### config.mk
export PLATFORM = sky130hd
export DESIGN_NAME = axi_req_flit_packer
export DESIGN_NICKNAME = d
export VERILOG_FILES = /design/src/rtl/axi_req_flit_packer.sv
export SDC_FILE = /design/constraint.sdc
export NUM_CORES = 1
export LEC_CHECK = 0
export BUFFER_PORTS_ARGS = -buffer_cell sky130_fd_sc_hd__buf_2
export CAP_MARGIN = 20
export CELL_PAD_IN_SITES_DETAIL_PLACEMENT = 2
export CELL_PAD_IN_SITES_GLOBAL_PLACEMENT = 2
export CORE_MARGIN = 4
export CORE_UTILIZATION = 50
export DETAILED_ROUTE_END_ITERATION = 16
export HOLD_SLACK_MARGIN = 0.03
export PLACE_DENSITY = 0.83
export SLEW_MARGIN = 5
export SYNTH_ARGS = -nofsm -noshare
export SYNTH_HDL_FRONTEND = slang
export SYNTH_SLANG_ARGS = --single-unit
### constraint.sdc
create_clock -name clk -period 26.7 [get_ports clk]
set_input_delay 8.01 -clock clk [delete_from_list [all_inputs] [get_ports clk]]
set_output_delay 8.01 -clock clk [all_outputs]
set_load 0.02 [all_outputs]
### src/rtl/axi_req_flit_packer.sv
// ---------------------------------------------------------------------------
// axi_req_flit_packer
//
// Packs a one-flit-per-cycle request stream into FPW-flit AXI-Stream beats.
// Flits collect in an assembly register slot by slot. A beat closes into a
// DEPTH-entry FIFO in these cases:
//   - the last slot fills;
//   - a tail flit arrives (when FLUSH_ON_TAIL is set);
//   - a partial beat has sat idle for TIMEOUT cycles.
// Header/tail framing is checked on every accepted flit.
//
// Ports:
//   clk, rst      clock, asynchronous active-high reset
//   in_valid      input flit valid
//   in_ready      input flit accepted when in_valid && in_ready
//   in_flit       flit data (FLIT_W bits)
//   in_hdr        flit is a packet header
//   in_tail       flit is a packet tail
//   TVALID        AXI beat valid (FIFO not empty)
//   TREADY        AXI sink ready
//   TDATA         beat data, slot i at [i*FLIT_W +: FLIT_W]
//   TUSER         {tail flags, header flags, valid flags}, upper bits zero
//   fifo_level    beats held in the FIFO
//   err_proto     sticky framing error
// ---------------------------------------------------------------------------
module axi_req_flit_packer #(
    parameter int FPW           = 2,
    parameter int FLIT_W        = 128,
    parameter int DEPTH         = 4,
    parameter int FLUSH_ON_TAIL = 1,
    parameter int TIMEOUT       = 16
) (
    input  logic                         clk,
    input  logic                         rst,
    input  logic                         in_valid,
    output logic                         in_ready,
    input  logic [FLIT_W-1:0]            in_flit,
    input  logic                         in_hdr,
    input  logic                         in_tail,
    output logic                         TVALID,
    input  logic                         TREADY,
    output logic [FPW*FLIT_W-1:0]        TDATA,
    output logic [FPW*16-1:0]            TUSER,
    output logic [$clog2(DEPTH+1)-1:0]   fifo_level,
    output logic                         err_proto
);

    localparam int DATA_W  = FPW * FLIT_W;
    localparam int FLAG_W  = 3 * FPW;
    localparam int ENTRY_W = DATA_W + FLAG_W;
    localparam int LVL_W   = $clog2(DEPTH + 1);
    localparam int PTR_W   = $clog2(DEPTH);
    localparam int SLOT_W  = (FPW > 1) ? $clog2(FPW) : 1;
    localparam int CNT_W   = (TIMEOUT > 0) ? $clog2(TIMEOUT + 1) : 1;

    localparam logic [LVL_W-1:0]  DEPTH_LVL = LVL_W'(DEPTH);
    localparam logic [CNT_W-1:0]  CNT_MAX   = CNT_W'(TIMEOUT);
    localparam logic [SLOT_W-1:0] LAST_SLOT = SLOT_W'(FPW - 1);

    // Assembly register
    logic [DATA_W-1:0] asm_data_q, asm_data_d;
    logic [FPW-1:0]    asm_vld_q,  asm_vld_d;
    logic [FPW-1:0]    asm_hdr_q,  asm_hdr_d;
    logic [FPW-1:0]    asm_tail_q, asm_tail_d;
    logic [SLOT_W-1:0] slot_q,     slot_d;
    logic [CNT_W-1:0]  idle_cnt_q, idle_cnt_d;

    // Framing state
    logic              in_pkt_q, in_pkt_d;
    logic              err_q,    err_d;

    // FIFO state
    logic [LVL_W-1:0]  level_q,  level_d;
    logic [PTR_W-1:0]  wr_ptr_q, wr_ptr_d;
    logic [PTR_W-1:0]  rd_ptr_q, rd_ptr_d;
    logic [ENTRY_W-1:0] mem [DEPTH];

    // Assembly register with the current flit merged into its slot
    logic [DATA_W-1:0] merged_data;
    logic [FPW-1:0]    merged_vld;
    logic [FPW-1:0]    merged_hdr;
    logic [FPW-1:0]    merged_tail;

    logic accept;
    logic has_partial;
    logic close_full;
    logic close_tail;
    logic timeout_fire;
    logic push;
    logic pop;
    logic frame_err;
    logic [ENTRY_W-1:0] push_entry;
    logic [ENTRY_W-1:0] head_entry;

    // in_ready depends only on registered state and rst, never on TREADY.
    assign in_ready    = !rst && (level_q < DEPTH_LVL);
    assign accept      = in_valid && in_ready;
    // Slot 0 always fills first, so its valid flag marks a partial beat.
    assign has_partial = asm_vld_q[0];

    genvar gi;
    generate
        for (gi = 0; gi < FPW; gi++) begin : g_slot
            logic hit;
            assign hit = accept && (slot_q == SLOT_W'(gi));
            assign merged_data[gi*FLIT_W +: FLIT_W] = hit ? in_flit
                                                          : asm_data_q[gi*FLIT_W +: FLIT_W];
            assign merged_vld[gi]  = hit | asm_vld_q[gi];
            assign merged_hdr[gi]  = hit ? in_hdr  : asm_hdr_q[gi];
            assign merged_tail[gi] = hit ? in_tail : asm_tail_q[gi];
        end
    endgenerate

    assign close_full = accept && (slot_q == LAST_SLOT);
    assign close_tail = accept && (FLUSH_ON_TAIL != 0) && in_tail;
    // An accept in the same cycle suppresses the timeout flush; the flit
    // joins the beat and the idle counter restarts. A full FIFO defers the
    // flush while the counter sits saturated at TIMEOUT.
    assign timeout_fire = (TIMEOUT != 0) && !accept && has_partial &&
                          (idle_cnt_q == CNT_MAX) && (level_q < DEPTH_LVL);
    // Pushes only happen while the FIFO has room: accepts need in_ready and
    // the timeout checks the level itself.
    assign push = close_full || close_tail || timeout_fire;
    assign pop  = TVALID && TREADY;

    assign frame_err  = in_hdr ? in_pkt_q : !in_pkt_q;
    assign push_entry = {merged_tail, merged_hdr, merged_vld, merged_data};

    always_comb begin
        asm_data_d = asm_data_q;
        asm_vld_d  = asm_vld_q;
        asm_hdr_d  = asm_hdr_q;
        asm_tail_d = asm_tail_q;
        slot_d     = slot_q;
        idle_cnt_d = idle_cnt_q;
        in_pkt_d   = in_pkt_q;
        err_d      = err_q;
        level_d    = level_q;
        wr_ptr_d   = wr_ptr_q;
        rd_ptr_d   = rd_ptr_q;

        if (push) begin
            asm_data_d = '0;
            asm_vld_d  = '0;
            asm_hdr_d  = '0;
            asm_tail_d = '0;
            slot_d     = '0;
        end else if (accept) begin
            asm_data_d = merged_data;
            asm_vld_d  = merged_vld;
            asm_hdr_d  = merged_hdr;
            asm_tail_d = merged_tail;
            slot_d     = slot_q + SLOT_W'(1);
        end

        if (accept || push) begin
            idle_cnt_d = '0;
        end else if (has_partial && (idle_cnt_q != CNT_MAX)) begin
            idle_cnt_d = idle_cnt_q + CNT_W'(1);
        end

        if (accept) begin
            if (frame_err) begin
                err_d = 1'b1;
            end
            // A flit that is both header and tail leaves the packet closed.
            if (in_tail) begin
                in_pkt_d = 1'b0;
            end else if (in_hdr) begin
                in_pkt_d = 1'b1;
            end
        end

        if (push) begin
            wr_ptr_d = wr_ptr_q + PTR_W'(1);
        end
        if (pop) begin
            rd_ptr_d = rd_ptr_q + PTR_W'(1);
        end
        case ({push, pop})
            2'b10:   level_d = level_q + LVL_W'(1);
            2'b01:   level_d = level_q - LVL_W'(1);
            default: level_d = level_q;
        endcase
    end

    always_ff @(posedge clk or posedge rst) begin
        if (rst) begin
            asm_data_q <= '0;
            asm_vld_q  <= '0;
            asm_hdr_q  <= '0;
            asm_tail_q <= '0;
            slot_q     <= '0;
            idle_cnt_q <= '0;
            in_pkt_q   <= 1'b0;
            err_q      <= 1'b0;
            level_q    <= '0;
            wr_ptr_q   <= '0;
            rd_ptr_q   <= '0;
        end else begin
            asm_data_q <= asm_data_d;
            asm_vld_q  <= asm_vld_d;
            asm_hdr_q  <= asm_hdr_d;
            asm_tail_q <= asm_tail_d;
            slot_q     <= slot_d;
            idle_cnt_q <= idle_cnt_d;
            in_pkt_q   <= in_pkt_d;
            err_q      <= err_d;
            level_q    <= level_d;
            wr_ptr_q   <= wr_ptr_d;
            rd_ptr_q   <= rd_ptr_d;
        end
    end

    // Storage carries no reset; stale entries are never visible because the
    // outputs are masked whenever the FIFO is empty.
    always_ff @(posedge clk) begin
        if (push) begin
            mem[wr_ptr_q] <= push_entry;
        end
    end

    // The head slot is only rewritten after it has been popped, so the output
    // holds steady under backpressure.
    assign head_entry = mem[rd_ptr_q];
    assign TVALID     = (level_q != '0);
    assign fifo_level = level_q;
    assign err_proto  = err_q;

    always_comb begin
        TDATA = '0;
        TUSER = '0;
        if (TVALID) begin
            TDATA              = head_entry[DATA_W-1:0];
            TUSER[FLAG_W-1:0]  = head_entry[ENTRY_W-1:DATA_W];
        end
    end

endmodule
Word level (Yosys, flattened, before mapping)
Memories as Yosys holds them, arrays and structs flattened.
Index checks and enable logic that the tools add are counted.
Cells by class
  add/sub/neg operators: 6
  order comparisons: 1
  equality and inequality tests: 4
  muxes and demuxes: 26
  bitwise gates (word level): 3
  reductions and logical operators: 23
Operators with widths (number)
  $mux W256: 3
  $mux W128: 2
  $mux W2: 6
  $mux W1: 11
  $logic_and A1 B1 Y1: 10
  $mux W5: 2
  $reduce_bool A2 Y1: 4
  $mux W6: 1
  $pmux W3 S2: 1
  $add A5 B1 Y5 const B: 1
  $eq A5 B5 Y1 const B: 1
  $ne A5 B5 Y1 const B: 1
  $add A2 B1 Y2 const B: 2
  $reduce_and A2 Y1: 2
  $add A3 B1 Y3 const B: 1
  $logic_not A1 Y1: 3
  $logic_or A1 B1 Y1: 3
  $lt A3 B3 Y1 const B: 1
  $reduce_bool A3 Y1: 1
  $sub A3 B1 Y3 const B: 1
  $eq A2 B1 Y1 const B: 1
  $eq A2 B2 Y1 const B: 1
  $or A1 B1 Y1: 2
  $add A1 B1 Y1 const B: 1
  $not A1 Y1: 1
Storage, ports and cells
  flip-flop bits (word level): 277
  memory bits (writable): 1048
  bits of input ports: 134
  output and inout bits: 294
  logic and storage cells: 75
  memories kept: 1
Memory list
  mem: depth 4, width 262, rd ports 1, clocked after Yosys merged registers in 0, write ports 1, line 76  | logic [ENTRY_W-1:0] mem [DEPTH];

Longest topological paths before layout
  depth in word-level cells: 10
  mapped depth: 13
  mapped depth without buffers: 12

Worst setup path before layout
Ideal clock, no wire load.
  kind: input to output
  from: in rst
  to: out in_ready
  arrival: 8303 ps
  data required time: 18690 ps
  path slack: 10387 ps
  stages on the path: 1
  path buffers: 0
  cell sequence: nor2_1
On the way
  longest elaborated chain between the ends: 2
Ends and longest elaborated chain
  start: declaration: line 34  | input logic rst,
  $logic_not A1 Y1 (no line)
  $logic_and A1 B1 Y1: line 96  | assign in_ready = !rst && (level_q < DEPTH_LVL);
  end: declaration: line 36  | output logic in_ready,
Every way passes these cells.

Worst setup path in the final report
Same ends and word-level chain as after synthesis.

==> summary.md <==
| Metric | Value |
|---|---|
| Status | `completed` |
| Largest net degree at the start of global routing | `187` |
| WHS | `0.480 ns` |
| Commonest cells after routing, fill and taps aside | `1048 x edfxtp_1, 401 x buf_2, 397 x and2_1` |
| Initial Util | `50.5%` |
| Post-CTS sizing | `0` |
| #FFs+latches synth | `1325` |
| Xor/xnor share of the synthesized area | `less than 1%` |
| Skew final | `0.0280 ns` |
| Worst Path Class, Setup | `in -> out` |
| Crit share post-route | `61.7%` |
| WL final | `154000 µm` |
| Placer Congestion | `about 0.73` |
| RSZ-0062 raised after global routing | `no` |
| P per Cell Area | `115 nW/µm²` |
| Fill count | `8569` |
| CP arrival | `about 8.5 ns` |
| Synth warnings | `0` |
| Hold Vio Cnt, Final | `0` |
| Seq/Total Area, Yosys | `73.4%` |
| Initial antenna violation count | `26` |
| Cells after Synth | `2625` |
| Row count | `118` |
| Worst Path Max Fanout | `4` |
| Worst skew pair latency | `0.74 ns` |
| Post-layout instance area | `~60000 µm²` |
| Total placed cells including tap cells | `4278` |
| Post-synth EDFFs | `between 1000 and 1500` |
| Prevailing post-synth register cell | `edfxtp_1` |
| Leakage | `22.5 nW` |
| Drc violations | `0` |
| Layout Cells excl Fill | `4556` |
| CTS Hold Bufs | `0` |
| TritonCTS Buffers | `141` |
| Max Fclk | `60.7 MHz` |
| Commonest non-fill, non-tap cell in the layout | `edfxtp_1` |
| Worst-Margin Slew | `roughly 1.2 ns` |
| Area Overhead vs Synth | `15.0%` |
| CTS clock-pin slew for the worst setup and hold paths | `0.05 ns` |
| Multiplexer area fraction after synthesis | `16.9%` |
| I/O Buffers | `401` |
| First-pass GRT wire length | `between 200000 and 250000 µm` |
| Final WS setup | `10.23 ns` |
| CP Capture Type | `output port` |
| Buffers from clock root to sink, at most | `3` |
| Synth Area per Inst | `19.9 µm²` |
| Initial DRC count | `2512` |
| Fin crit period | `16.47 ns` |
| CORE AREA | `104000 µm²` |
| Clock Sinks | `approximately 1300` |
| Tot Pwr | `6.93 mW` |
| Slew headroom | `21.7%` |
| Slew Limit Fails | `0` |
| Synth cell types | `38` |
| Simple logic cell fraction of the synthesized area | `around 5%` |
| Hpwl dp | `84400 µm` |
| Pre-CTS setup slack | `10.23 ns` |
| Final ANT Viol Nets | `0` |
| Req. time, crit path | `18.69 ns` |
| Largest family of logic cells by synthesized area | `multiplexers` |
| # nets final | `3183` |
| Ports | `428` |
| Via count | `27600` |
| Routed vias/inst | `6.05` |
| Total Die Area | `110000 µm²` |
| DRT Pass-1 Iters | `5` |
| Post-Route Setup TNS | `0 ns` |
| Root buf cell | `clkbuf_16` |
| Layout cells sized above 1 | `roughly 36%` |
| Hold crit path type | `reg -> reg` |
| Peak supply drop | `0.0947 mV` |
| Overall Global Routing Usage | `about 28%` |
| Placed instance area | `55500 µm²` |
| Post-layout util | `between 50% and 60%` |
| Congestion Overflow GR | `0` |
| Worst Setup Start Kind | `input port` |
| Final setup viols | `0` |
| Chip height | `~330 µm` |
| Chip width | `331 µm` |
| Maxcap violations | `0` |
| Vias in the first global route | `31500` |
| Postcts setup bufs | `0` |
| Post-synthesis compound-gate area fraction | `2.31%` |
| CTS tree | `yes` |
| Routed wire per std cell | `~34 µm` |
| FFs w/ async S/R, synth | `20.9%` |
| Post-Synth Adder-Cell Area | `less than 1%` |
| Netlist Area Pre-Place | `52300 µm²` |
| # H-tree levels | `4` |
-- state kept, by name, summed over array words and instances (netlist names), 2 cells and up --
signal and cells:
asm_vld_q 2, asm_tail_q 2, idle_cnt_q 5, rd_ptr_q 2
fifo_level 3, mem 1048, asm_hdr_q 2, wr_ptr_q 2
asm_data_q 256
-- where the power goes --
group | switching (mW) | internal, mW
clock network | 0.833 | 1.13
registers | 0.151 | 2.57
logic | 1.36 | 0.883
-- final timing paths --
| check | from | end | slack [ns] | cells past startpoint |
|---|---|---|---|---|
| worst max-delay path | rst | in_ready | 10.23 | 3 |
| worst min-delay path | asm_data_q[190] | asm_data_q[190] | 0.48 | 1 |
| worst max register to register | fifo_level[2] | asm_data_q[195] | 22.05 | 7 |
| worst min register to register | asm_data_q[190] | asm_data_q[190] | 0.48 | 1 |
| max in group asynchronous | rst | asm_data_q[12] | 17.58 | 3 |
| min in group asynchronous | rst | in_pkt_q | 7.48 | 2 |
-- cell type report --
class / count / area [µm²] / area share, %
Inverter: 10 / 47.5 / 0.0790
Clock inverter: 56 / 447 / 0.742
Sequential cell: 1325 / 38400 / 63.8
Tap cell: 1380 / 1730 / 2.87
Antenna cell: 19 / 47.5 / 0.0790
Timing Repair Buffer: 435 / 2340 / 3.88
Multi-Input combinational cell: 1128 / 13000 / 21.7
Clock buffer: 203 / 4120 / 6.85
-- Yosys cell counts, types with 2 or more instances --
cell type | instances | area, µm²
and2_1 | 402 | 2510
nor2_1 | 4 | 15.0
a21oi_1 | 4 | 20.0
a22o_1 | 129 | 1130
clkbuf_1 | 67 | 251
edfxtp_1 | 1048 | 31500
ha_1 | 7 | 87.6
dfrtp_1 | 277 | 6930
a21o_1 | 3 | 22.5
inv_1 | 9 | 33.8
buf_4 | 27 | 203
xnor2_1 | 7 | 61.3
mux2_2 | 225 | 2530
buf_2 | 70 | 350
or2_2 | 2 | 12.5
buf_6 | 10 | 113
xor2_1 | 2 | 17.5
mux4_2 | 262 | 5900
nand4_1 | 2 | 12.5
mux2_1 | 36 | 405
nand2_1 | 3 | 11.3
buf_1 | 13 | 48.8
-- logic make-up after synthesis --
kind of cell,Yosys count
buffers and inverters,197
AO/OA/AOI/OAI,139
XOR/XNOR,9
AND/OR/NAND/NOR,422
flip-flops,1325
other,1
multiplexers,524
adder cells (fa/ha/maj),8
-- worst max-delay path, cell delays in order --
cell    delay (ns)
buf_2         0.16
nor2_1        0.11
buf_2         0.17
-- layer usage --
layer	track usage [%]	vias to the layer above	wire (µm)
li1	-	11100	-
met2	48.0	1130	80300
met4	10.4	12	4730
met5	0	-	75
met3	5.66	266	9490
met1	35.5	15000	59600
Note: power is estimated with default switching activity, not from simulation.
